## config.mk

```make
export PLATFORM = sky130hd
export DESIGN_NAME = f3_move_exec
export DESIGN_NICKNAME = d
export VERILOG_FILES = /design/src/rtl/f3_pkg.sv /design/src/rtl/f3_lfsr16.sv /design/src/rtl/f3_move_exec.sv
export SDC_FILE = /design/constraint.sdc
export NUM_CORES = 1
export LEC_CHECK = 0
export CAP_MARGIN = 20
export CORE_MARGIN = 5
export CORE_UTILIZATION = 40
export CTS_CLUSTER_DIAMETER = 120
export DETAILED_ROUTE_END_ITERATION = 16
export DONT_BUFFER_PORTS = 1
export GPL_ROUTABILITY_DRIVEN = 0
export GPL_TIMING_DRIVEN = 1
export PLACE_DENSITY = 0.63
export SYNTH_ARGS = -nofsm -noshare
export SYNTH_HDL_FRONTEND = slang
export SYNTH_SLANG_ARGS = --single-unit
```

## constraint.sdc

```tcl
create_clock -name sysclk -period 3.3 [get_ports sysclk]
set_input_delay 0.495 -clock sysclk [delete_from_list [all_inputs] [get_ports sysclk]]
set_output_delay 0.495 -clock sysclk [all_outputs]
set_load 0.005 [all_outputs]
```

## src/rtl/f3_pkg.sv

```systemverilog
// Shared types for the function-3 sliding-tile executor: instruction codes, FSM states,
// move directions and the solved board pattern.
package f3_pkg;

  localparam logic [3:0] INSTR_NONE     = 4'd0;
  localparam logic [3:0] INSTR_NORTH    = 4'd1;
  localparam logic [3:0] INSTR_EAST     = 4'd2;
  localparam logic [3:0] INSTR_WEST     = 4'd3;
  localparam logic [3:0] INSTR_SOUTH    = 4'd4;
  localparam logic [3:0] INSTR_SCRAMBLE = 4'd5;

  typedef enum logic [1:0] {
    IDLE     = 2'd0,
    SWAP     = 2'd1,
    SCRAMBLE = 2'd2
  } state_t;

  // Encoding matches lfsr[1:0] so scramble can use the LFSR bits directly.
  typedef enum logic [1:0] {
    DIR_N = 2'd0,
    DIR_E = 2'd1,
    DIR_W = 2'd2,
    DIR_S = 2'd3
  } dir_t;

  typedef logic [15:0][3:0] board_t;

  // Element i holds tile i+1; element 15 is the blank.
  localparam board_t SOLVED_BOARD = 64'h0FED_CBA9_8765_4321;

  typedef struct packed {
    logic       ok;
    logic [1:0] row;
    logic [1:0] col;
  } target_t;

  function automatic target_t move_target(input logic [1:0] row,
                                          input logic [1:0] col,
                                          input dir_t       dir);
    target_t t;
    t.ok  = 1'b0;
    t.row = row;
    t.col = col;
    case (dir)
      DIR_N: begin t.ok = (row != 2'd0); t.row = row - 2'd1; end
      DIR_S: begin t.ok = (row != 2'd3); t.row = row + 2'd1; end
      DIR_W: begin t.ok = (col != 2'd0); t.col = col - 2'd1; end
      DIR_E: begin t.ok = (col != 2'd3); t.col = col + 2'd1; end
    endcase
    return t;
  endfunction

endpackage

```

## src/rtl/f3_lfsr16.sv

```systemverilog
// Free-running 16-bit Galois LFSR, taps x^16+x^14+x^13+x^11; advances every cycle.
// Seed must be non-zero; the sequence then never reaches zero.
module f3_lfsr16 #(
  parameter logic [15:0] SEED = 16'hACE1
) (
  input  logic        sysclk,
  input  logic        rst_n,
  output logic [15:0] o_state
);

  logic [15:0] r_state;

  always_ff @(posedge sysclk or negedge rst_n) begin
    if (!rst_n) begin
      r_state <= SEED;
    end else begin
      r_state <= {1'b0, r_state[15:1]} ^ (r_state[0] ? 16'hB400 : 16'h0000);
    end
  end

  assign o_state = r_state;

endmodule

```

## src/rtl/f3_move_exec.sv

```systemverilog
// Executes one keypad move (or an LFSR-driven scramble) on a 4x4 sliding-tile board.
// Move lands 2 edges after set is first sampled; key edges arriving while busy are dropped.
module f3_move_exec
  import f3_pkg::*;
#(
  parameter int unsigned SCRAMBLE_MOVES = 64,
  parameter logic [15:0] LFSR_SEED      = 16'hACE1
) (
  input  logic        sysclk,
  input  logic        rst_n,
  input  logic        set,
  input  logic [3:0]  instruction,
  input  logic [3:0]  rd_addr,
  output logic [3:0]  rd_tile,
  output logic [1:0]  blank_row,
  output logic [1:0]  blank_col,
  output logic        busy,
  output logic [15:0] move_count,
  output logic        solved
);

  localparam logic [15:0] SCR_LOAD = 16'(SCRAMBLE_MOVES);

  board_t      r_board;
  state_t      r_state;
  dir_t        r_dir;
  logic        r_set_q;
  logic [15:0] r_cnt;
  logic [15:0] r_move_count;
  logic [1:0]  r_blank_row;
  logic [1:0]  r_blank_col;
  logic        r_busy;
  logic        r_solved;

  logic [15:0] w_lfsr;
  logic        w_lfsr_unused;
  dir_t        w_dir;
  target_t     w_tgt;
  logic [3:0]  w_blank_idx;
  logic [3:0]  w_tgt_idx;
  logic        w_accept;
  logic        w_do_move;

  f3_lfsr16 #(.SEED(LFSR_SEED)) u_lfsr (
    .sysclk  (sysclk),
    .rst_n   (rst_n),
    .o_state (w_lfsr)
  );

  assign w_lfsr_unused = ^w_lfsr[15:2];

  // Scramble takes its direction from the LFSR each cycle; a user move uses the latched one.
  assign w_dir       = (r_state == SCRAMBLE) ? dir_t'(w_lfsr[1:0]) : r_dir;
  assign w_tgt       = move_target(r_blank_row, r_blank_col, w_dir);
  assign w_blank_idx = {r_blank_row, r_blank_col};
  assign w_tgt_idx   = {w_tgt.row, w_tgt.col};
  assign w_accept    = set & ~r_set_q & (r_state == IDLE);
  assign w_do_move   = w_tgt.ok & ((r_state == SWAP) | (r_state == SCRAMBLE));

  always_ff @(posedge sysclk or negedge rst_n) begin
    if (!rst_n) begin
      r_board      <= SOLVED_BOARD;
      r_state      <= IDLE;
      r_dir        <= DIR_N;
      r_set_q      <= 1'b0;
      r_cnt        <= '0;
      r_move_count <= '0;
      r_blank_row  <= 2'd3;
      r_blank_col  <= 2'd3;
      r_busy       <= 1'b0;
      r_solved     <= 1'b1;
    end else begin
      r_set_q  <= set;
      r_solved <= (r_board == SOLVED_BOARD);

      if (w_do_move) begin
        r_board[w_tgt_idx]   <= 4'h0;
        r_board[w_blank_idx] <= r_board[w_tgt_idx];
        r_blank_row          <= w_tgt.row;
        r_blank_col          <= w_tgt.col;
      end

      case (r_state)
        IDLE: begin
          if (w_accept) begin
            if (instruction >= INSTR_NORTH && instruction <= INSTR_SOUTH) begin
              r_dir   <= dir_t'(instruction[1:0] - 2'd1);
              r_state <= SWAP;
              r_busy  <= 1'b1;
            end else if (instruction == INSTR_SCRAMBLE) begin
              r_cnt        <= SCR_LOAD;
              r_move_count <= '0;
              r_state      <= SCRAMBLE;
              r_busy       <= 1'b1;
            end
          end
        end
        SWAP: begin
          if (w_tgt.ok && r_move_count != 16'hFFFF) begin
            r_move_count <= r_move_count + 16'd1;
          end
          r_state <= IDLE;
          r_busy  <= 1'b0;
        end
        SCRAMBLE: begin
          r_cnt <= r_cnt - 16'd1;
          if (r_cnt == 16'd1) begin
            r_state <= IDLE;
            r_busy  <= 1'b0;
          end
        end
        default: begin
          r_state <= IDLE;
          r_busy  <= 1'b0;
        end
      endcase
    end
  end

  assign rd_tile    = r_board[rd_addr];
  assign blank_row  = r_blank_row;
  assign blank_col  = r_blank_col;
  assign busy       = r_busy;
  assign move_count = r_move_count;
  assign solved     = r_solved;

endmodule

```

==> impl_metrics.tcl <==
set metrics [dict create \
    place_inst 1083 \
    hold_class "in2async" \
    worst_slack_ns 0.1036 \
    placed_cell_area_mm2 0.008493 \
    insertion_delay_ns 0.42 \
    critPathLaunchType "register" \
    grt_max_degree 124 \
    ios 37 \
    die_x_um 150.4 \
    finalNonFillerCells 1119 \
    grt_pass1_wl_um 38010 \
    fp.coreArea_mm2 0.01946 \
    antenna_found_initial 0 \
    wire_per_inst_um 21.65 \
    synth_area_leader_cell "dfrtp_1" \
    yosysUniqueCellTypes 80 \
    timing.fmax_mhz 312.8 \
    maxSlewViolCount 0 \
    worst-setup-path-type "reg2reg" \
    clkSinkCount 123 \
    globalRoute.busiestLayer "met2" \
    grtUsageMet3_pct 5.840 \
    cp.required_ns 3.65 \
    synthArstFlopShare_pct 100.0 \
    synth_edf_count 0 \
    worst-slew-pin-transition_ns 0.9540 \
    cts_tree "built" \
    yosysMostFrequentCell "nand2_1" \
    vias 6871 \
    dpl.hpwl_um 17320 \
    viasPerCell 6.140 \
    grt_pass1_vias 6606 \
    hold_violations 0 \
    rsz0062_at_grt "true" \
    die_area_mm2 0.02261 \
    synth_area_leaders "dfrtp_1 (25%), dfstp_2 (15%), mux4_2 (6.0%)" \
    yosys-top-cells-count "nand2_1 (112), dfrtp_1 (78), dfstp_2 (45)" \
    synth_seq_cells 123 \
    worst_ep_arrival_time_ns 3.54 \
    cts_buffer_depth 2 \
    status "finished, final reports clean" \
    avgSynthCellArea_um2 9.890 \
    overflow 0 \
    clk_pin_slew_worst_paths_ns 0.06 \
    slew_headroom_pct 36.16 \
    crit_fanout 16 \
    drt_iter0_drc 652 \
    drc 0 \
    fin_skew_ns 0.008645 \
    pre_cts_ws_ns -0.1034 \
    drt_wl_total_um 24230 \
    cts_buffers 17 \
    crit_path_end_kind "register" \
    fin_nets 866 \
    min_period_ns 3.196 \
    drv_cap 0 \
    seq_area_frac_synth_pct 39.76 \
    start_util_pct 40.50 \
    die_y_um 150.4 \
    firstDrtPassIters 7 \
    antennaDiodeCount 0 \
    yosys_warnings 0 \
    root_buffer "clkbuf_16" \
    yosys.area.top_type_share_pct 24.76 \
    rows 51 \
    gr-usage-met2_pct 33.33 \
    area_delta_synth_final_pct 17.49 \
    track_usage_pct 21.78 \
    fill_cells 1780 \
    ys.flop_type "dfrtp_1" \
    drtAntennaViolNets 0 \
    syn_nets 822 \
    syn_area_mm2 0.007883 \
    drive_gt1_share_pct 24.24 \
    setup_violations 0 \
    use_met1_pct 29.57 \
    port_buffers 0 \
    htree_levels 4 \
    synth_cells 797 \
    stdcell_area_mm2 0.009261 \
    min_period_over_period_pct 96.86 \
]
per-layer routing:
layer / vias to the layer above / part of all wire [%] / routed length, um
met5: - / 0 / 0
li1: 3093 / - / -
met3: 52 / 8.6 / 2083
met1: 3416 / 43 / 10440
met4: 0 / 3.5 / 836
met2: 310 / 45 / 10870
through the flow:
stage / setup TNS [ns] / hold WS (ns) / utilization [%]
after floorplan: 0 / 0.1994 / -
after global placement: -0.1575 / 0.2099 / 43.64
after detailed placement: -0.3387 / 0.2107 / 43.64
after CTS: 0 / -0.2343 / 46.89
after global routing: -0.1936 / 0.06468 / 47.59
final: 0 / 0.04027 / 47.59
logic make-up (layout without fill, tap and decap cells):
| logic type | after synthesis | in the layout | synth area share [%] |
|---|---|---|---|
| compound gates | 214 | 215 | 19.65 |
| xor+xnor | 22 | 22 | 2.635 |
| fa+ha+maj | 14 | 14 | 2.222 |
| buf+inv | 66 | 122 | 4.825 |
| flops | 123 | 123 | 39.76 |
| mux | 62 | 62 | 11.33 |
| simple gates | 296 | 296 | 19.57 |
registers in the layout (all words and copies together), names as in the netlist:
register	flops
r_board	64
solved	1
u_lfsr.o_state	16
blank_col	2
r_state	2
move_count	16
r_cnt	16
r_set_q	1
busy	1
r_dir	2
blank_row	2
cell usage in the layout, fill, tap and decap left out, types with 11 or more instances in the layout:
master     count
a21oi_1       23
a32o_1        13
buf_4         63
clkbuf_16     17
dfrtp_1       78
dfstp_2       45
ha_1          12
inv_1         18
mux2i_1       33
mux4_2        21
nand2_1      112
nand3_1       17
nor2_1        39
nor2b_1       14
nor3_1        16
nor3b_1       11
o21ai_0       32
o21ai_1       25
o22ai_1       16
o31ai_1       26
xnor2_1       11
repair_timing:
item | CTS | global route
pin swaps | 0 | 2
cloned | 0 | 1
buffers inserted | 0 | 2
resized for setup | 3 | 18
endpoints found under the hold margin | 123 | 123
endpoints found under the setup margin | 29 | 72
worst max-delay path, stage by stage, from the launching register on:
cell and delay (ns):
dfrtp_1 0.38, inv_1 0.08, ha_2 0.22, mux2_4 0.34, ha_4 0.29, buf_12 0.15, and2b_1 0.20, or2_1 0.25
buf_4 0.16, a221oi_1 0.34, o22a_1 0.26, o211a_4 0.26, a32o_1 0.19
layout make-up:
class	instances	area [um2]	area share [%]
multi-input cells	609	4477	48.34
well taps	265	331.6	3.580
repair buffers	71	631.9	6.822
inverters	19	71.32	0.7701
clock inverters	13	172.7	1.864
clock buffers	19	442.9	4.782
flip-flops and latches	123	3134	33.84
worst paths after layout:
| kind | from | to | slack, ns | cells after the start |
|---|---|---|---|---|
| max | r_state[0]$_DFFE_PN0P_ | r_board[33]$_DFFE_PN0P_ | 0.10 | 12 |
| min | rst_n | r_board[52]$_DFFE_PN0P_ | 0.04 | 1 |
| max reg2reg | r_state[0]$_DFFE_PN0P_ | r_board[33]$_DFFE_PN0P_ | 0.10 | 12 |
| min reg2reg | u_lfsr.o_state[8]$_DFF_PN0_ | u_lfsr.o_state[7]$_DFF_PN1_ | 0.35 | 0 |
| max in group asynchronous | rst_n | move_count[11]$_DFFE_PN0P_ | 2.76 | 1 |
| min in group sysclk | set | r_set_q$_DFF_PN0_ | 0.10 | 0 |
Power is left out: the tool's default activity adds up to more than one toggle a clock period on the data nets, which glitch-free logic cannot reach.
